## src/rtl/motor_pwm_pkg.sv

```systemverilog
// Shared types and helpers for the multi-channel motor PWM block.
package motor_pwm_pkg;

  typedef enum logic [1:0] {
    ST_OFF  = 2'd0,
    ST_RUN  = 2'd1,
    ST_DEAD = 2'd2
  } ch_state_e;

  localparam logic LOW  = 1'b0;
  localparam logic HIGH = 1'b1;

  // Move cur toward tgt by at most step without overshooting; step 0 jumps.
  function automatic int ramp_toward(input int cur, input int tgt, input int step);
    int res;
    res = tgt;
    if (step > 32'sd0) begin
      if (tgt > cur + step) begin
        res = cur + step;
      end else if (tgt < cur - step) begin
        res = cur - step;
      end else begin
        res = tgt;
      end
    end else begin
      res = tgt;
    end
    return res;
  endfunction

endpackage

```

## src/rtl/motor_pwm_ch.sv

```systemverilog
// One motor channel: OFF/RUN/DEAD sequencing, per-period duty ramp and
// registered PWM, direction and dead-time outputs.
module motor_pwm_ch
  import motor_pwm_pkg::*;
#(
  parameter int CNT_W     = 8,
  parameter int PERIOD    = 100,
  parameter int DEADTIME  = 16,
  parameter int RAMP_STEP = 5
) (
  input  logic             refclk,
  input  logic             resetN,
  input  logic [CNT_W-1:0] cnt,
  input  logic             tick,
  input  logic [CNT_W-1:0] duty,
  input  logic             enable,
  input  logic             dir_req,
  output logic             sig_out,
  output logic             dir_out,
  output logic             dead_active
);

  localparam int               DT_W     = (DEADTIME > 1) ? $clog2(DEADTIME) : 1;
  localparam logic [DT_W-1:0]  DT_LOAD  = DT_W'(DEADTIME - 1);
  localparam logic [CNT_W-1:0] PERIOD_C = CNT_W'(PERIOD);

  ch_state_e        state_q, state_d;
  logic [CNT_W-1:0] duty_eff_q, duty_eff_d, target_s;
  logic [DT_W-1:0]  dead_cnt_q, dead_cnt_d;
  logic             sig_q, sig_d, dir_q, dir_d, dead_q, dead_d;

  // Duty requests at or above the period saturate to 100% high.
  always_comb begin
    if (duty > PERIOD_C) begin
      target_s = PERIOD_C;
    end else begin
      target_s = duty;
    end
  end

  // Next-state, ramp and output decode; disable always beats a reversal.
  always_comb begin
    state_d    = state_q;
    duty_eff_d = duty_eff_q;
    dead_cnt_d = dead_cnt_q;
    dir_d      = dir_q;
    sig_d      = LOW;
    case (state_q)
      ST_OFF: begin
        duty_eff_d = '0;
        dead_cnt_d = '0;
        dir_d      = dir_req;
        if (enable) begin
          state_d = ST_RUN;
        end else begin
          state_d = ST_OFF;
        end
      end
      ST_RUN: begin
        if (!enable) begin
          state_d    = ST_OFF;
          duty_eff_d = '0;
        end else if (dir_req != dir_q) begin
          state_d    = ST_DEAD;
          dead_cnt_d = DT_LOAD;
          duty_eff_d = '0;
        end else begin
          sig_d = (cnt < duty_eff_q) ? HIGH : LOW;
          if (tick) begin
            duty_eff_d = CNT_W'(ramp_toward(int'(duty_eff_q), int'(target_s), RAMP_STEP));
          end else begin
            duty_eff_d = duty_eff_q;
          end
        end
      end
      ST_DEAD: begin
        if (!enable) begin
          state_d    = ST_OFF;
          duty_eff_d = '0;
          dead_cnt_d = '0;
        end else if (dead_cnt_q == '0) begin
          state_d = ST_RUN;
          dir_d   = dir_req;
        end else begin
          dead_cnt_d = dead_cnt_q - DT_W'(1);
        end
      end
      default: begin
        state_d    = ST_OFF;
        duty_eff_d = '0;
        dead_cnt_d = '0;
      end
    endcase
    dead_d = (state_d == ST_DEAD) ? HIGH : LOW;
  end

  // Channel state and output registers.
  always_ff @(posedge refclk) begin
    if (!resetN) begin
      state_q    <= ST_OFF;
      duty_eff_q <= '0;
      dead_cnt_q <= '0;
      sig_q      <= LOW;
      dir_q      <= LOW;
      dead_q     <= LOW;
    end else begin
      state_q    <= state_d;
      duty_eff_q <= duty_eff_d;
      dead_cnt_q <= dead_cnt_d;
      sig_q      <= sig_d;
      dir_q      <= dir_d;
      dead_q     <= dead_d;
    end
  end

  assign sig_out     = sig_q;
  assign dir_out     = dir_q;
  assign dead_active = dead_q;

endmodule

```

## src/rtl/motor_pwm_mc.sv

```systemverilog
// Multi-channel motor PWM: one shared period counter feeding NUM_CH
// independent channels.
module motor_pwm_mc
  import motor_pwm_pkg::*;
#(
  parameter int NUM_CH    = 2,
  parameter int CNT_W     = 8,
  parameter int PERIOD    = 100,
  parameter int DEADTIME  = 16,
  parameter int RAMP_STEP = 5
) (
  input  logic                    refclk,
  input  logic                    resetN,
  input  logic [NUM_CH*CNT_W-1:0] duty_cycle,
  input  logic [NUM_CH*2-1:0]     control,
  output logic [NUM_CH-1:0]       sig_out,
  output logic [NUM_CH-1:0]       dir_out,
  output logic [NUM_CH-1:0]       dead_active,
  output logic                    period_tick
);

  localparam logic [CNT_W-1:0] LAST = CNT_W'(PERIOD - 1);

  logic [CNT_W-1:0] cnt_q, cnt_d;
  logic             tick_q, tick_d;

  // Tick is registered from the next count so it is high exactly while cnt is LAST.
  always_comb begin
    if (cnt_q == LAST) begin
      cnt_d = '0;
    end else begin
      cnt_d = cnt_q + CNT_W'(1);
    end
    tick_d = (cnt_d == LAST) ? HIGH : LOW;
  end

  // Shared period counter and tick register.
  always_ff @(posedge refclk) begin
    if (!resetN) begin
      cnt_q  <= '0;
      tick_q <= LOW;
    end else begin
      cnt_q  <= cnt_d;
      tick_q <= tick_d;
    end
  end

  assign period_tick = tick_q;

  for (genvar g = 0; g < NUM_CH; g++) begin : g_ch
    motor_pwm_ch #(
      .CNT_W     (CNT_W),
      .PERIOD    (PERIOD),
      .DEADTIME  (DEADTIME),
      .RAMP_STEP (RAMP_STEP)
    ) u_ch (
      .refclk      (refclk),
      .resetN      (resetN),
      .cnt         (cnt_q),
      .tick        (tick_q),
      .duty        (duty_cycle[g*CNT_W +: CNT_W]),
      .enable      (control[2*g]),
      .dir_req     (control[2*g+1]),
      .sig_out     (sig_out[g]),
      .dir_out     (dir_out[g]),
      .dead_active (dead_active[g])
    );
  end

endmodule

```

## config.mk

```make
export PLATFORM = sky130hd
export DESIGN_NAME = motor_pwm_mc
export DESIGN_NICKNAME = d
export VERILOG_FILES = /design/src/rtl/motor_pwm_pkg.sv /design/src/rtl/motor_pwm_ch.sv /design/src/rtl/motor_pwm_mc.sv
export SDC_FILE = /design/constraint.sdc
export NUM_CORES = 1
export LEC_CHECK = 0
export CAP_MARGIN = 20
export CORE_MARGIN = 1.5
export CORE_UTILIZATION = 42
export CTS_BUF_LIST = sky130_fd_sc_hd__clkbuf_4 sky130_fd_sc_hd__clkbuf_8
export CTS_CLUSTER_DIAMETER = 120
export DETAILED_ROUTE_END_ITERATION = 10
export PLACE_DENSITY = 0.63
export SLEW_MARGIN = 5
export SYNTH_ARGS = -nofsm -noshare
export SYNTH_HDL_FRONTEND = slang
export SYNTH_HIERARCHICAL = 1
export SYNTH_SLANG_ARGS = --single-unit
```

## constraint.sdc

```tcl
create_clock -name refclk -period 3.1 [get_ports refclk]
set_input_delay 0.31 -clock refclk [delete_from_list [all_inputs] [get_ports refclk]]
set_output_delay 0.31 -clock refclk [all_outputs]
set_load 0.02 [all_outputs]
```

# After elaboration in Yosys (flattened, before gate mapping)
# Index checks and enable logic that the tools add are counted.
# Widths: inputs -> output; s select.
classes:
  multipliers: 0
  n_reduce_logical: 14
  n_lt_le_gt_ge: 8
  n_div: 0
  shifts: 0
  eq_ne: 24
  muxes: 50
  addsub: 7
  bitwise_logic: 5
op_table:
  columns: ["op", "n"]
  rows:
  - ["$mux 8", 15]
  - ["$mux 4", 8]
  - ["$pmux 8 s2", 2]
  - ["$add 8x3->9 const B", 2]
  - ["$gt 8x9->1", 2]
  - ["$lt 9x9->1", 2]
  - ["$sub 8x3->9 const B", 2]
  - ["$eq 8x7->1 const B", 2]
  - ["$gt 8x7->1 const B", 2]
  - ["$lt 8x8->1", 2]
  - ["$mux 2", 8]
  - ["$pmux 4 s2", 2]
  - ["$ne 2x2->1 const B", 6]
  - ["$pmux 2 s3", 2]
  - ["$reduce_and 3->1", 4]
  - ["$mux 1", 11]
  - ["$add 8x1->8 const B", 1]
  - ["$eq 2x2->1 const B", 4]
  - ["$logic_not 4->1", 2]
  - ["$ne 2x1->1 const B", 4]
  - ["$ne 4x3->1 const B", 2]
  - ["$reduce_or 4->1", 2]
  - ["$sub 4x1->4 const B", 2]
  - ["$ne 3x3->1 const B", 2]
  - ["other kinds (7)", 17]
totals:
  latchBits: 0
  mem_bits_ro: 0
  input_bits: 22
  memories: 0
  word_cells: 122
  out_inout_bits: 7
  ram_bits: 0
  ff_bits: 43

# Logic depth before layout (Yosys ltp)
logic_depth:
  ltp_word: 9
  depth_mapped: 15
  mapped_depth_nobuf: 14

# Modules after synthesis
# The synthesis kept the hierarchy.
modules_own_cells:
  columns: ["mod", "cells_each", "seq_area_each_um2", "instances", "area_per_inst_um2"]
  rows:
  - ["motor_pwm_ch (g_ch[0].u_ch)", 258, 340.3, 1, 1984.4]
  - ["motor_pwm_ch (g_ch[1].u_ch)", 244, 340.3, 1, 1916.8]
  - ["motor_pwm_mc", 44, 180.2, 1, 419.2]

# Least setup slack after synthesis
# Ideal clock, no wire load.
synth_timing:
  kind: "register -> register"
  from: "reg g_ch[0].u_ch.duty_eff_q[0]"
  to: "reg g_ch[0].u_ch.duty_eff_q[6]"
  path_buffers: 0
  stages_incl_launch_ff: 14
  setup_slack_ps: 174
  t_required_ps: 2980
  arrival_time_ps: 2807
  synth_period_minus_slack_ps: 2926
  setup_time_ps: 120
  path_cell_list: "dfxtp_1 inv_1 ha_1 or2b_1 nand3_1 xnor2_1 ha_1 a21o_1 a21oi_1 o31ai_1 a311oi_4 nand2_1 o2111a_1 a211o_1"
synth_between:
  elab_chain_len: 8
  elab_cells_between_ends: 10
  classes_between: "add/sub: 2; order compare: 2; mux: 6"
synth_rtl:
  columns: ["element", "line", "source"]
  rows:
  - ["from (decl)", "motor_pwm_ch.sv:28", "logic [CNT_W-1:0] duty_eff_q, duty_eff_d, target_s;"]
  - ["from (signal assigned)", "motor_pwm_ch.sv:108", "duty_eff_q <= duty_eff_d;"]
  - ["$sub 8x3->9", "motor_pwm_pkg.sv:20", "end else if (tgt < cur - step) begin"]
  - ["$lt 9x9->1", "motor_pwm_pkg.sv:20", null]
  - ["$mux 8", "motor_pwm_pkg.sv:20", null]
  - ["$mux 8 *", "motor_pwm_pkg.sv:18", "if (tgt > cur + step) begin"]
  - ["$mux 8 *", "motor_pwm_ch.sv:69", "if (tick) begin"]
  - ["$mux 8 *", "motor_pwm_ch.sv:63", "end else if (dir_req != dir_q) begin"]
  - ["$mux 8 *", "motor_pwm_ch.sv:60", "if (!enable) begin"]
  - ["$pmux 8 s2 *", "motor_pwm_ch.sv:48", "case (state_q)"]
# Every way passes the cells marked *; elsewhere a longest branch is shown, timed or not. The select of a mux whose other input is x is not followed.
# A chain may end at the register's enable or synchronous reset.

# Worst setup path after layout
layout_timing:
  from: "in duty_cycle[4]"
  to: "reg g_ch[0].u_ch.duty_eff_q[1]"
layout_between:
  elab_chain_len: 9
  elab_cells_between_ends: 10
  classes_between: "order compare: 3; mux: 7"
layout_rtl:
  columns: ["element", "line", "source"]
  rows:
  - ["from (decl)", "motor_pwm_mc.sv:14", "input logic [NUM_CH*CNT_W-1:0] duty_cycle,"]
  - ["$gt 8x7->1", "motor_pwm_ch.sv:34", "if (duty > PERIOD_C) begin"]
  - ["$mux 8 *", "motor_pwm_ch.sv:34", null]
  - ["$lt 9x9->1", "motor_pwm_pkg.sv:20", null]
  - ["$mux 8", "motor_pwm_pkg.sv:20", null]
  - ["$mux 8 *", "motor_pwm_pkg.sv:18", null]
  - ["$mux 8 *", "motor_pwm_ch.sv:69", null]
  - ["$mux 8 *", "motor_pwm_ch.sv:63", null]
  - ["$mux 8 *", "motor_pwm_ch.sv:60", null]
  - ["$pmux 8 s2 *", "motor_pwm_ch.sv:48", null]
# Marks and branches as above.

==> results.yml <==
detailed_routing:
  detail-route-antenna-nets: 0
  wirelength_um: 11000
  drtIter0Drc: 200
  vias_per_cell: 5.56
  drcViolationCount: 0
  route.detailed.wl_per_inst_um: 14.5
  first_pass_iters: 5
  number_of_vias_after_detailed_routing: 4215
grt:
  grt_first_pass_wirelength_um: 18100
  grt_start_max_net_pins: 19
  number_of_antenna_violations_at_the_first_check_in_global_routing: 0
  number_of_global_route_vias_before_repair: 4065
  grt-ovfl-total: 0
  groute.usage.overall_pct: 20.0
yosys:
  postSynthCellCount: 546
  synth.yosys.warnings: 6
  synth_top_flop_cell: "sky130_fd_sc_hd__dfxtp_1"
  yosys-top-cells-count: "54 x sky130_fd_sc_hd__ha_1, 49 x sky130_fd_sc_hd__nand2_1, 47 x sky130_fd_sc_hd__nor2_1, 43 x sky130_fd_sc_hd__dfxtp_1, 42 x sky130_fd_sc_hd__inv_1"
  yosysSeqAreaShare_pct: 19.9
  synth_top_cell_area_share_pct: 19.9
  post-synth-top-area-cell: "sky130_fd_sc_hd__dfxtp_1"
  synth.distinct_cells: 88
  synth_edf_count: 0
  number_of_storage_elements_in_the_synthesis_netlist: 43
  post-synth-top-count-cell: "sky130_fd_sc_hd__ha_1"
  netlist_area_um2: 4320
  async_reset_ff_share_pct: 0
  syn_avg_cell_area_um2: 7.91
  yosys-top-cells-area: "sky130_fd_sc_hd__dfxtp_1 20%, sky130_fd_sc_hd__ha_1 16%, sky130_fd_sc_hd__xnor2_1 4.5%, sky130_fd_sc_hd__nand2_1 4.3%, sky130_fd_sc_hd__nor2_1 4.1%"
setup_path:
  critPathRequiredTime_ps: 3270
  worstPathMaxFanout: 7
  worst_ep_arrival_time_ps: 3150
  setup.worst_path.end_class: "flip-flop"
  crit_type: "in -> reg"
  worst_setup_path_start_kind: "input pin"
place:
  place_hpwl_um: 8650
  gp_congestion: 0.860
  portBuffers: 28
die:
  design.die.area_um2: 10900
  die_x_um: 104
  floorplan.initialDensity_pct: 43.8
  core.rowCount: 36
  num_io_pins: 29
  die_y_um: 104
  fp.coreArea_um2: 9860
final_layout:
  multiInputGateArea_um2: 3390
  num-nets-final: 700
  area_growth_syn_to_layout_pct: 25.4
  filler_cell_count: 929
  antenna_diode_count: 0
  post_route_cells_drive_above_1_share_pct: 20.8
  regArea_um2: 873
power_and_ir_drop:
  power.density_cell_area_nw_per_um2: 244
  leakage_power_of_the_design_nw: 2.20
  finalPower_w: 0.00132
  vdd.ir_drop.worst_v: 0.000165
sta:
  tns_ps: 0
  clock_period_minus_final_worst_setup_slack_ps: 2980
  skew_ps: 11.6
  fin_hold_ws_ps: 502
  hold_violations: 0
  finalMaxSlewViolations: 0
  finalSetupViolations: 0
  tightestPinTransition_ps: 604
  slew_headroom_pct: 59.3
  final.period_utilization_pct: 96.0
  fmax_ghz: 0.336
clock_network:
  cts.path.max_buffers: 2
  cts.clk_slew.worst_paths_ps: 90
  cts_made_buffers: 5
  root_buffer: "sky130_fd_sc_hd__clkbuf_8"
  cts_htree_levels: 2
  cts_tree: "yes"
  clk-insertion-delay-late_ps: 300
  clkSinkCount: 43
min_path:
  holdCritPathClass: "reg -> reg"
status:
  outcome: "completed"
job:
  max_cap_violations: 0
-- worst max-delay path: stages --
cell                              delay [ps]
sky130_fd_sc_hd__clkdlybuf4s50_1         420
sky130_fd_sc_hd__or3_4                   400
sky130_fd_sc_hd__a31oi_4                 170
sky130_fd_sc_hd__nand2_2                  80
sky130_fd_sc_hd__inv_2                    60
sky130_fd_sc_hd__ha_1                    220
sky130_fd_sc_hd__nand2b_1                 90
sky130_fd_sc_hd__a21oi_1                  70
sky130_fd_sc_hd__a2111o_1                410
sky130_fd_sc_hd__a311oi_4                450
sky130_fd_sc_hd__inv_1                   120
sky130_fd_sc_hd__a22oi_1                 200
sky130_fd_sc_hd__o311ai_1                140
-- flip-flops by register name (all words and copies together), names as in the netlist --
| signal | cells |
|---|---|
| g_ch.u_ch/duty_eff_q | 16 |
| cnt_q | 8 |
| g_ch.u_ch/dead_cnt_q | 8 |
| g_ch.u_ch/state_q | 4 |
| g_ch.u_ch/dead_active | 2 |
| g_ch.u_ch/dir_out | 2 |
| g_ch.u_ch/sig_out | 2 |
| period_tick | 1 |
-- power by group --
group | internal (W) | switching (W) | total [W]
Clock | 0.000244 | 0.000207 | 0.000451
Combinational | 0.000143 | 0.000155 | 0.000298
Sequential | 0.000560 | 0.0000136 | 0.000573
Total | 0.000947 | 0.000376 | 0.00132
-- metrics by stage --
step	util [%]	std cells	setup slack [ps]	cell area [um^2]
5_1_grt	54.9	758	-37.7	5420
4_1_cts	52.6	750	2.47	5180
3_5_place_dp	51.2	742	-326	5050
6_report	54.9	758	123	5420
2_1_floorplan	-	548	174	4330
3_3_place_gp	51.2	742	-220	5050
-- cells in the final DEF (no fill, tap or decap), types with 4 or more instances in the layout --
master and n:
sky130_fd_sc_hd__a211oi_1 5, sky130_fd_sc_hd__a21boi_0 6, sky130_fd_sc_hd__a21o_1 12, sky130_fd_sc_hd__a21oi_1 30
sky130_fd_sc_hd__a31oi_1 10, sky130_fd_sc_hd__and2_1 10, sky130_fd_sc_hd__buf_4 53, sky130_fd_sc_hd__clkbuf_8 5
sky130_fd_sc_hd__clkdlybuf4s50_1 25, sky130_fd_sc_hd__conb_1 4, sky130_fd_sc_hd__dfxtp_1 39, sky130_fd_sc_hd__ha_1 52
sky130_fd_sc_hd__inv_1 39, sky130_fd_sc_hd__inv_2 4, sky130_fd_sc_hd__mux2i_1 7, sky130_fd_sc_hd__nand2_1 47
sky130_fd_sc_hd__nand2b_1 8, sky130_fd_sc_hd__nand3_1 13, sky130_fd_sc_hd__nand4_1 4, sky130_fd_sc_hd__nor2_1 45
sky130_fd_sc_hd__nor2b_1 9, sky130_fd_sc_hd__nor3_1 9, sky130_fd_sc_hd__nor3b_1 4, sky130_fd_sc_hd__o211ai_1 6
sky130_fd_sc_hd__o21ai_0 24, sky130_fd_sc_hd__o31ai_1 4, sky130_fd_sc_hd__or2_2 6, sky130_fd_sc_hd__or3_4 4
sky130_fd_sc_hd__xnor2_1 19, sky130_fd_sc_hd__xnor2_2 4, sky130_fd_sc_hd__xor2_1 8
-- repair_timing --
item / in CTS / in global routing
buffers inserted: 0 / 8
pin swaps: 2 / 19
hold endpoints to repair: 0 / 0
setup endpoints to repair: 3 / 15
hold buffers: 0 / 0
resized for setup: 5 / 43
-- cells by family (layout without fill, tap and decap cells) --
logic type	Yosys count	after routing	synth area share [%]
simple gates	196	196	23.7
other cells	2	4	0.174
xor+xnor	31	31	6.46
fa+ha+maj	54	54	15.6
flops	43	43	19.9
mux	9	9	2.11
buf+inv	57	134	5.56
compound gates	154	154	26.4
-- routing by layer --
metal  up-vias  global-route usage [%]  routed length (um)
li1       2135                       -                   -
met1      1971                    23.8                4940
met2        88                    37.5                5500
met3        21                    2.32                 319
met4         0                    5.46                 197
met5         -                       0                   0
-- path summary, 6_finish.rpt --
| path | start | endpoint | slack [ps] | cells past startpoint |
|---|---|---|---|---|
| worst min register to register | g_ch[1].u_ch/dead_cnt_q[2]$_SDFFE_PN0P_ | g_ch[1].u_ch/dead_cnt_q[2]$_SDFFE_PN0P_ | 500 | 2 |
| worst max register to register | g_ch[1].u_ch/duty_eff_q[1]$_SDFFE_PN0P_ | g_ch[1].u_ch/duty_eff_q[2]$_SDFFE_PN0P_ | 140 | 12 |
| worst min-delay path | g_ch[1].u_ch/dead_cnt_q[2]$_SDFFE_PN0P_ | g_ch[1].u_ch/dead_cnt_q[2]$_SDFFE_PN0P_ | 500 | 2 |
| worst max-delay path | duty_cycle[4] | g_ch[0].u_ch/duty_eff_q[1]$_SDFFE_PN0P_ | 120 | 13 |
-- area by class of cell --
cell class	instances	share of cell area [%]
Multi-Input combinational cell	448	62.6
Timing Repair Buffer	83	13.1
Tap cell	133	3.07
Clock inverter	3	0.878
Inverter	43	2.98
Clock buffer	5	1.27
Sequential cell	43	16.1
Power figures use the tool's default switching activity.
